File: src/rtl/adc_test_pkg.sv
// Shared types and constants for the ADC test block: SPI configuration table,
// frame/lane geometry, SPI sequencer states and receiver result payload.
package adc_test_pkg;

    localparam int unsigned FRAME_W        = 16;
    localparam int unsigned LANE_N         = 2;
    localparam int unsigned BITS_PER_FRAME = FRAME_W / LANE_N;
    localparam int unsigned CFG_LEN        = 3;
    localparam int unsigned CFG_IDX_W      = 2;

    // Entry 0 is the soft reset write and goes out first.
    localparam logic [CFG_LEN-1:0][FRAME_W-1:0] CFG_TABLE = {
        16'h0300,
        16'h0200,
        16'h0080
    };

    typedef struct packed {
        logic       rw;
        logic [6:0] addr;
        logic [7:0] data;
    } spi_frame_t;

    typedef struct packed {
        logic [FRAME_W-1:0] ch1;
        logic [FRAME_W-1:0] ch0;
    } adc_res_t;

    typedef enum logic [2:0] {
        SPI_GAP  = 3'd0,
        SPI_LOW  = 3'd1,
        SPI_HIGH = 3'd2,
        SPI_HOLD = 3'd3,
        SPI_DONE = 3'd4
    } spi_state_e;

    function automatic spi_frame_t cfg_entry(input logic [CFG_IDX_W-1:0] idx);
        return (idx < CFG_IDX_W'(CFG_LEN)) ? spi_frame_t'(CFG_TABLE[idx])
                                           : spi_frame_t'(FRAME_W'(0));
    endfunction

endpackage

File: src/rtl/adc_deser.sv
// One ADC receiver: synchronizes DCO/FR/lanes into clk, detects DDR bit-times
// and assembles the two 16-bit channel words framed by FR.
module adc_deser
    import adc_test_pkg::*;
(
    input  logic              clk,
    input  logic              rst_n,
    input  logic              dco,
    input  logic              fr,
    input  logic [LANE_N-1:0] d0,
    input  logic [LANE_N-1:0] d1,
    output adc_res_t          result
);

    localparam int unsigned CNT_W = $clog2(BITS_PER_FRAME + 1);

    logic [1:0]         dco_sync;
    logic [1:0]         fr_sync;
    logic [LANE_N-1:0]  d0_meta, d0_sync;
    logic [LANE_N-1:0]  d1_meta, d1_sync;
    logic               dco_prev;
    logic               fr_prev;
    logic [FRAME_W-1:0] sh0, sh1;
    logic [CNT_W-1:0]   bit_cnt;

    logic               bit_time_c;
    logic               frame_start_c;
    logic [FRAME_W-1:0] sh0_c, sh1_c;

    // Lane[1] lands one position above lane[0], so each bit-time appends two bits MSB first.
    assign bit_time_c    = dco_sync[1] ^ dco_prev;
    assign frame_start_c = bit_time_c & fr_sync[1] & ~fr_prev;
    assign sh0_c         = {sh0[FRAME_W-LANE_N-1:0], d0_sync};
    assign sh1_c         = {sh1[FRAME_W-LANE_N-1:0], d1_sync};

    always_ff @(posedge clk or negedge rst_n) begin
        if (!rst_n) begin
            dco_sync <= '0;
            fr_sync  <= '0;
            d0_meta  <= '0;
            d0_sync  <= '0;
            d1_meta  <= '0;
            d1_sync  <= '0;
            dco_prev <= 1'b0;
            fr_prev  <= 1'b0;
            sh0      <= '0;
            sh1      <= '0;
            bit_cnt  <= '0;
            result   <= '0;
        end else begin
            dco_sync <= {dco_sync[0], dco};
            fr_sync  <= {fr_sync[0], fr};
            d0_meta  <= d0;
            d0_sync  <= d0_meta;
            d1_meta  <= d1;
            d1_sync  <= d1_meta;
            dco_prev <= dco_sync[1];
            fr_prev  <= fr_sync[1];
            if (bit_time_c) begin
                sh0 <= sh0_c;
                sh1 <= sh1_c;
                // bit_cnt==0 means no frame in progress; an FR edge always restarts.
                if (frame_start_c) begin
                    bit_cnt <= CNT_W'(1);
                end else if (bit_cnt == CNT_W'(BITS_PER_FRAME - 1)) begin
                    result  <= '{ch1: sh1_c, ch0: sh0_c};
                    bit_cnt <= '0;
                end else if (bit_cnt != '0) begin
                    bit_cnt <= bit_cnt + CNT_W'(1);
                end
            end
        end
    end

endmodule

File: config.mk
export PLATFORM = sky130hd
export DESIGN_NAME = adc_deser
export DESIGN_NICKNAME = d
export VERILOG_FILES = /design/src/rtl/adc_test_pkg.sv /design/src/rtl/adc_deser.sv
export SDC_FILE = /design/constraint.sdc
export NUM_CORES = 1
export LEC_CHECK = 0
export ABC_AREA = 1
export CAP_MARGIN = 30
export CORE_AREA = 2 2 100 102
export CTS_CLUSTER_SIZE = 8
export DETAILED_ROUTE_END_ITERATION = 7
export DIE_AREA = 0 0 102 104
export SYNTH_ARGS = -nofsm -noshare
export SYNTH_HDL_FRONTEND = slang
export SYNTH_SLANG_ARGS = --single-unit
File: constraint.sdc
create_clock -name clk -period 3.35 [get_ports clk]
set_input_delay 0.5025 -clock clk [delete_from_list [all_inputs] [get_ports clk]]
set_output_delay 0.5025 -clock clk [all_outputs]
set_load 0.02 [all_outputs]
==> results.md, run 1 <==
- Yosys top cell area share: 67.2%
- First-pass GRT wire length: 9.02 mm
- Fmax achieved: 0.445 GHz
- R2R Setup Slk: 1.10 ns
- WL/cell: 11.5 um
- Post-synth ARST share: 100%
- Clock-pin slew on the worst setup and hold paths: ~0.080 ns
- Synthesized netlist cell count: 282
- Part of the power in registers: 46.6%
- Largest net degree at the start of global routing: 79
- Max-slew headroom: 35.8%
- Proportion of power drawn by combinational gates: 28.7%
- Clk buf depth: 2
- Sequential cell area: 1950 um2
- Final setup viols: 0
- Pleak: 0.00169 uW
- Switch Pwr: approximately 930 uW
- Worst Setup End Kind: flip-flop
- Post-layout nets: 333
- # rows: 36
- Sequential-to-total area share from yosys stat: 67.2%
- Reg2reg end: result[26]$_DFFE_PN0P_
- Hold depth: 0
- Sum Neg Setup Slack: 0 ns
- Die Y-Extent: 104 um
- Final wirelength: 5.32 mm
- H-tree Lvls: 3
- Starting Density: 30.4%
- Slew @ Worst Pin: 0.959 ns
- Dpl hpwl: 3.48 mm
- Total Die Area: 10,600 um2
- Top-level port count: 40
- DR iter-0 viols: ~90
- Dominant cells by area after synthesis: dfrtp_1 67%, nand2_1 10%, o21ai_0 7.8%, inv_1 4.3%, nand3_1 2.2%
- Post-Syn Area: slightly below 3000 um2
- ANT cells: 0
- HP Start: fr_sync[0]$_DFF_PN0_
- Hold-fix buffers, CTS: 0
- Floorplan core area: 9550 um2
- Fin cells: 461
- Initial antenna violation count: 0
- Vias in the first global route: 1,873
- Post-Syn Nets: approximately 300
- Port Buffers: 39
- Total CTS buffers: 9
- # DRC: 0
- Gpl congestion: approximately 0.81
- CTS root buffer: clkbuf_8
- Total GRT Usage: 11.0%
- Synth Area per Inst: 10.3 um2
- CP Launch Type: flip-flop
- Power Dens Cells: 774 nW/um2
- FILL cells: 983
- # Post-CTS Setup Buffers: 0
- Via count: 1,916
- Multi-input gate area in the final layout: 759 um2
- Peak supply drop: around 300 uV
- Post-synth EDFFs: 0
- Area growth syn-to-layout: 24.8%
- Later-pin clock latency in the skew report: around 0.34 ns
- Outcome: complete, no violations
- Global route total overflow: 0
- Drt first pass iters: 4
- Final Hold Viols: 0
- Routed Antenna Nets: 0
- Max Cap Viol: 0
- Post-synth top cells: 79 x nand2_1, 78 x dfrtp_1, 45 x o21ai_0, 33 x inv_1, 13 x nand3_1
- Internal Pwr Total: 1880 uW
- WP data arrival: 2.48 ns
- Clk sinks: 78
- CTS tree: done
- Final cycle utilization of the critical path: 67.0%
- Most common cell in the netlist: nand2_1
- Worst Path Required: ~3.6 ns
- Placed cells: about 440
- Layout cell share with drive strength beyond 1: under 10%
- Clock share of power: 24.7%
- Cells on worst reg2reg path: 5
- Crit Path Class: reg -> reg
- Vias/cell: a little over 4
- Top cell type by total area after synthesis: dfrtp_1
- Syn. warnings: 0
- Count of cell types in the netlist: 20
- Slew Limit Fails: 0
- RSZ-0062 raised after global routing: no
- Die W: 102 um
- Minimum clock period: about 2.2 ns
- Synth Flop Type: dfrtp_1
- Hold/Removal Path Class: reg -> reg
- Clock Skew: ~0.015 ns
- #FFs+latches synth: 78
- R2r startpoint: dco_sync[1]$_DFF_PN0_
- Max FO, Critical Path: just under 60
- CTS resizes: 0
- Net Sw Frac: 33.0%
- Hold EP: fr_sync[1]$_DFF_PN0_
[cell usage in the layout (no fill, tap or decap)]
cell and n:
nand2_1 79, dfrtp_1 78, o21ai_0 45, clkdlybuf4s50_1 38
inv_1 33, nand3_1 13, clkbuf_8 9, o21ai_2 6
o21ai_1 4, nor2_1 2, nand2_2 2, ha_1 2
inv_6 2, nand2_4 1, nor2_4 1, nand3_2 1
inv_2 1, nor3b_1 1, xor2_1 1, nand4_1 1
clkinvlp_4 1, clkbuf_1 1, bufinv_16 1, clkinv_2 1
clkinv_4 1, dlygate4sd3_1 1, buf_4 1, buf_16 1
[worst max-delay path, stage by stage (launching register included)]
cell,delay [ns]
dfrtp_1,0.40
nand2_1,0.14
nand2_4,0.28
nor2_4,0.29
nand2_2,0.56
o21ai_0,0.42
[final cells by class]
cell class,count,share of cell area (%)
flip-flops and latches,78,53.8
multi-input cells,159,20.9
repair buffers,41,11.7
well taps,133,4.59
clock buffers,10,3.52
inverters,34,3.52
clock inverters,6,1.90
[metal layers]
| metal | GRT usage, % | vias to the layer above | part of all wire (%) |
|---|---|---|---|
| met5 | 0 | - | 0 |
| met4 | 3.43 | 0 | 0.86 |
| met3 | 3.76 | 4 | 5.3 |
| met2 | 16.2 | 44 | 46 |
| met1 | 15.3 | 894 | 48 |
| li1 | - | 974 | - |
[metrics by stage]
stage | util [%] | hold WS (ns) | cell area, um2 | total power (uW) | worst slack, ns
after global routing | 38.0 | 0.360 | 3630 | 2990 | 0.789
final | 38.0 | 0.352 | 3630 | 2810 | 1.10
after floorplan | - | 0.207 | 2910 | 1750 | 1.97
after global placement | 35.5 | 0.335 | 3390 | 2120 | 1.19
after CTS | 37.6 | 0.348 | 3590 | 2850 | 1.06
after detailed placement | 35.5 | 0.338 | 3390 | 2140 | 1.08
[flip-flops by register name, summed over array words and instances, names as in the netlist, 4 cells and up]
signal   flops
sh1         14
sh0         14
result      32
bit_cnt      4
[logic make-up after synthesis]
kind of cell | Yosys count | share of synthesized area (%)
XOR/XNOR | 1 | 0.302
buffers and inverters | 45 | 6.68
adder cells (fa/ha/maj) | 2 | 0.861
AO/OA/AOI/OAI | 55 | 10.2
AND/OR/NAND/NOR | 101 | 14.7
flip-flops | 78 | 67.2
[worst max-delay path by stage]
stage | startpoint | to | slack (ns) | depth (start not counted)
2_1_floorplan | bit_cnt[0]$_DFFE_PN0P_ | result[10]$_DFFE_PN0P_ | 1.97 | 8
3_3_place_gp | dco_sync[1]$_DFF_PN0_ | result[2]$_DFFE_PN0P_ | 1.19 | 5
3_5_place_dp | dco_sync[1]$_DFF_PN0_ | result[26]$_DFFE_PN0P_ | 1.08 | 5
4_1_cts | dco_sync[1]$_DFF_PN0_ | result[26]$_DFFE_PN0P_ | 1.06 | 5
5_1_grt | dco_sync[1]$_DFF_PN0_ | result[2]$_DFFE_PN0P_ | 0.79 | 5
6_report | dco_sync[1]$_DFF_PN0_ | result[26]$_DFFE_PN0P_ | 1.10 | 5
[power by group through the flow]
stage | sequential, uW | combinational [uW] | clock (uW)
2_1_floorplan | 1470 | 284 | 0
3_3_place_gp | 1330 | 795 | 0
3_5_place_dp | 1330 | 814 | 0
4_1_cts | 1310 | 815 | 725
5_1_grt | 1340 | 891 | 760
6_report | 1310 | 805 | 693
(Power assumes the default switching activity.)
==> inputs of run 2 (changes only) <==
==> constraint.sdc (replaced) <==
create_clock -name clk -period 1.95 [get_ports clk]
set_input_delay 0.2925 -clock clk [delete_from_list [all_inputs] [get_ports clk]]
set_output_delay 0.2925 -clock clk [all_outputs]
set_load 0.02 [all_outputs]
==> results.md, run 2 (same netlist as run 1, synthesis figures left out) <==
- Die W: 102 um (unchanged)
- Critical-path top delay cell: clkdlybuf4s50_1 (was nand2_2)
- Most frequent cells in the layout: 79 x nand2_1, 78 x dfrtp_1, 45 x o21ai_0 (unchanged)
- RSZ-0062 raised after global routing: no (unchanged)
- Crit-path max cell delay: 0.62 ns (was 0.56 ns)
- Most common library cell in the layout ignoring fill and taps: nand2_1 (unchanged)
- Port Buffers: 39 (unchanged)
- Top-level port count: 40 (unchanged)
- Drt first pass iters: 5 (was 4)
- Starting Density: 30.4% (unchanged)
- Gpl congestion: 0.762 (was 0.805)
- Initial antenna violation count: 0 (unchanged)
- Slew Limit Fails: 0 (unchanged)
- Critical path's top delay family: buffers and inverters (was simple AND/OR/NAND/NOR gates)
- Crit Path Class: reg -> out (was reg -> reg)
- Total power: 4710 uW (was 2810 uW)
- Final Hold Viols: 0 (unchanged)
- Final setup viols: 0 (unchanged)
- Top flop regs: result: 32 flops, sh0: 14 flops, sh1: 14 flops (unchanged)
- # rows: 36 (unchanged)
- Worst Path Buf+Inv: 1 (was 0)
- Layout Cell Area excl Fill: 3630 um2 (unchanged)
- FILL cells: 976 (was 983)
- Hold Worst Slack: 0.351 ns (was 0.352 ns)
- ANT cells: 0 (unchanged)
- Clk sinks: 78 (unchanged)
- Pleak: 0.00170 uW (was 0.00169 uW)
- Final cycle utilization of the critical path: 83.5%
- Fin util: 38.0% (unchanged)
- Slew @ Worst Pin: 0.516 ns (was 0.959 ns)
- CTS root buffer: clkbuf_8 (unchanged)
- CTS tree: done (unchanged)
- H-tree Lvls: 3 (unchanged)
- Later-pin clock latency in the skew report: 0.35 ns (was 0.34 ns)
- Vias/cell: 4.14 (was 4.16)
- WP data arrival: 1.34 ns (was 2.48 ns)
- Fmax achieved: 0.614 GHz
- Via count: 1,920 (was 1,916)
- Dpl hpwl: 3.70 mm (was 3.48 mm)
- Largest net degree at the start of global routing: 41 (was 79)
- DR iter-0 viols: 78 (was 91)
- Total Die Area: 10,600 um2 (unchanged)
- First-pass GRT wire length: 9.42 mm (was 9.02 mm)
- Total GRT Usage: 11.4% (was 11.0%)
- Sum Neg Setup Slack: 0 ns (unchanged)
- Clock-pin slew on the worst setup and hold paths: 0.07 ns (was 0.08 ns)
- Biggest register: result (unchanged)
- Global route total overflow: 0 (unchanged)
- Die Y-Extent: 104 um (unchanged)
- Sequential cell area: 1950 um2 (unchanged)
- Post-layout nets: 337 (was 333)
- Power Dens Cells: 1300 nW/um2 (was 774 nW/um2)
- Area growth syn-to-layout: 24.8% (unchanged)
- Clk buf depth: 2 (unchanged)
- Multi-input gate area in the final layout: 759 um2 (unchanged)
- WL/cell: 11.7 um (was 11.5 um)
- Outcome: complete, no violations (unchanged)
- # DRC: 0 (unchanged)
- Clock Skew: 0.00843 ns (was 0.0152 ns)
- Max FO, Critical Path: 2 (was 58)
- Max Cap Viol: 0 (unchanged)
- Worst Setup End Kind: output port (was flip-flop)
- Hold/Removal Path Class: reg -> reg (unchanged)
- Worst Path Required: 1.66 ns (was 3.58 ns)
- Minimum clock period: around 1.6 ns
- Final wirelength: 5.45 mm (was 5.32 mm)
- CP Launch Type: flip-flop (unchanged)
- Number of flip-flops in the largest register: 32 (unchanged)
- Layout cell share with drive strength beyond 1: 9.97% (was 8.84%)
- Max-slew headroom: 65.6% (was 35.8%)
- Placed inst area: 3440 um2 (was 3390 um2)
- Total CTS buffers: 9 (unchanged)
- Floorplan core area: 9550 um2 (unchanged)
- Peak supply drop: 423 uV (was 303 uV)
- Vias in the first global route: 2,024 (was 1,873)
- Routed Antenna Nets: 0 (unchanged)
- CP cell instances: clkdlybuf4s50_1 (was nand2_1 -> nand2_4 -> nor2_4 -> nand2_2 -> o21ai_0)
-- run 2: worst paths after layout --
path / cells after the start / start / to / slack, ns
max: 1 / result[28]$_DFFE_PN0P_ / result[28] / 0.32
max reg2reg: 7 / dco_sync[1]$_DFF_PN0_ / result[20]$_DFFE_PN0P_ / 0.35
max in group asynchronous: 3 / rst_n / sh0[6]$_DFFE_PN0P_ / 0.90
min reg2reg: 0 / dco_sync[0]$_DFF_PN0_ / dco_sync[1]$_DFF_PN0_ / 0.35
min in group asynchronous: 2 / rst_n / bit_cnt[0]$_DFFE_PN0P_ / 0.47
min: 0 / dco_sync[0]$_DFF_PN0_ / dco_sync[1]$_DFF_PN0_ / 0.35
-- run 2: cell type report --
class                           instances  area share, %
Timing Repair Buffer                   45           12.3
Inverter                               34           3.52
Sequential cell                        78           53.8
Tap cell                              133           4.59
Clock buffer                           11           4.17
Multi-Input combinational cell        159           20.9
Clock inverter                          4          0.621
-- run 2: what timing repair did --
item,CTS,global route
setup buffers,0,0
setup endpoints to repair,0,0
resized for setup,0,0
endpoints found under the hold margin,38,0
hold buffers,1,0
-- run 2: worst reg2reg max path, cell delays in order (launching register included) --
cell     delay [ns]
dfrtp_1        0.40
nand2_1        0.13
nand2_4        0.19
nor2_4         0.25
nand2_2        0.08
buf_4          0.25
nand2_1        0.10
o21ai_0        0.08
-- run 2: per-layer routing --
metal / vias up / wire length, um / GRT usage (%)
li1: 974 / - / -
met1: 901 / 2640 / 14.7
met2: 36 / 2500 / 17.3
met3: 9 / 213 / 3.97
met4: 0 / 93 / 4.57
met5: - / 0 / 0
-- run 2: power breakdown --
group,switching (uW),internal (uW),leakage [uW]
Clock,555,518,0.0000910
Sequential,252,2000,0.00101
Combinational,751,631,0.000603
-- run 2: stage by stage --
step	worst slack [ns]	std cells
2_1_floorplan	0.571	282
3_3_place_gp	0.395	448
3_5_place_dp	0.340	448
4_1_cts	0.288	464
5_1_grt	0.155	464
6_report	0.322	464
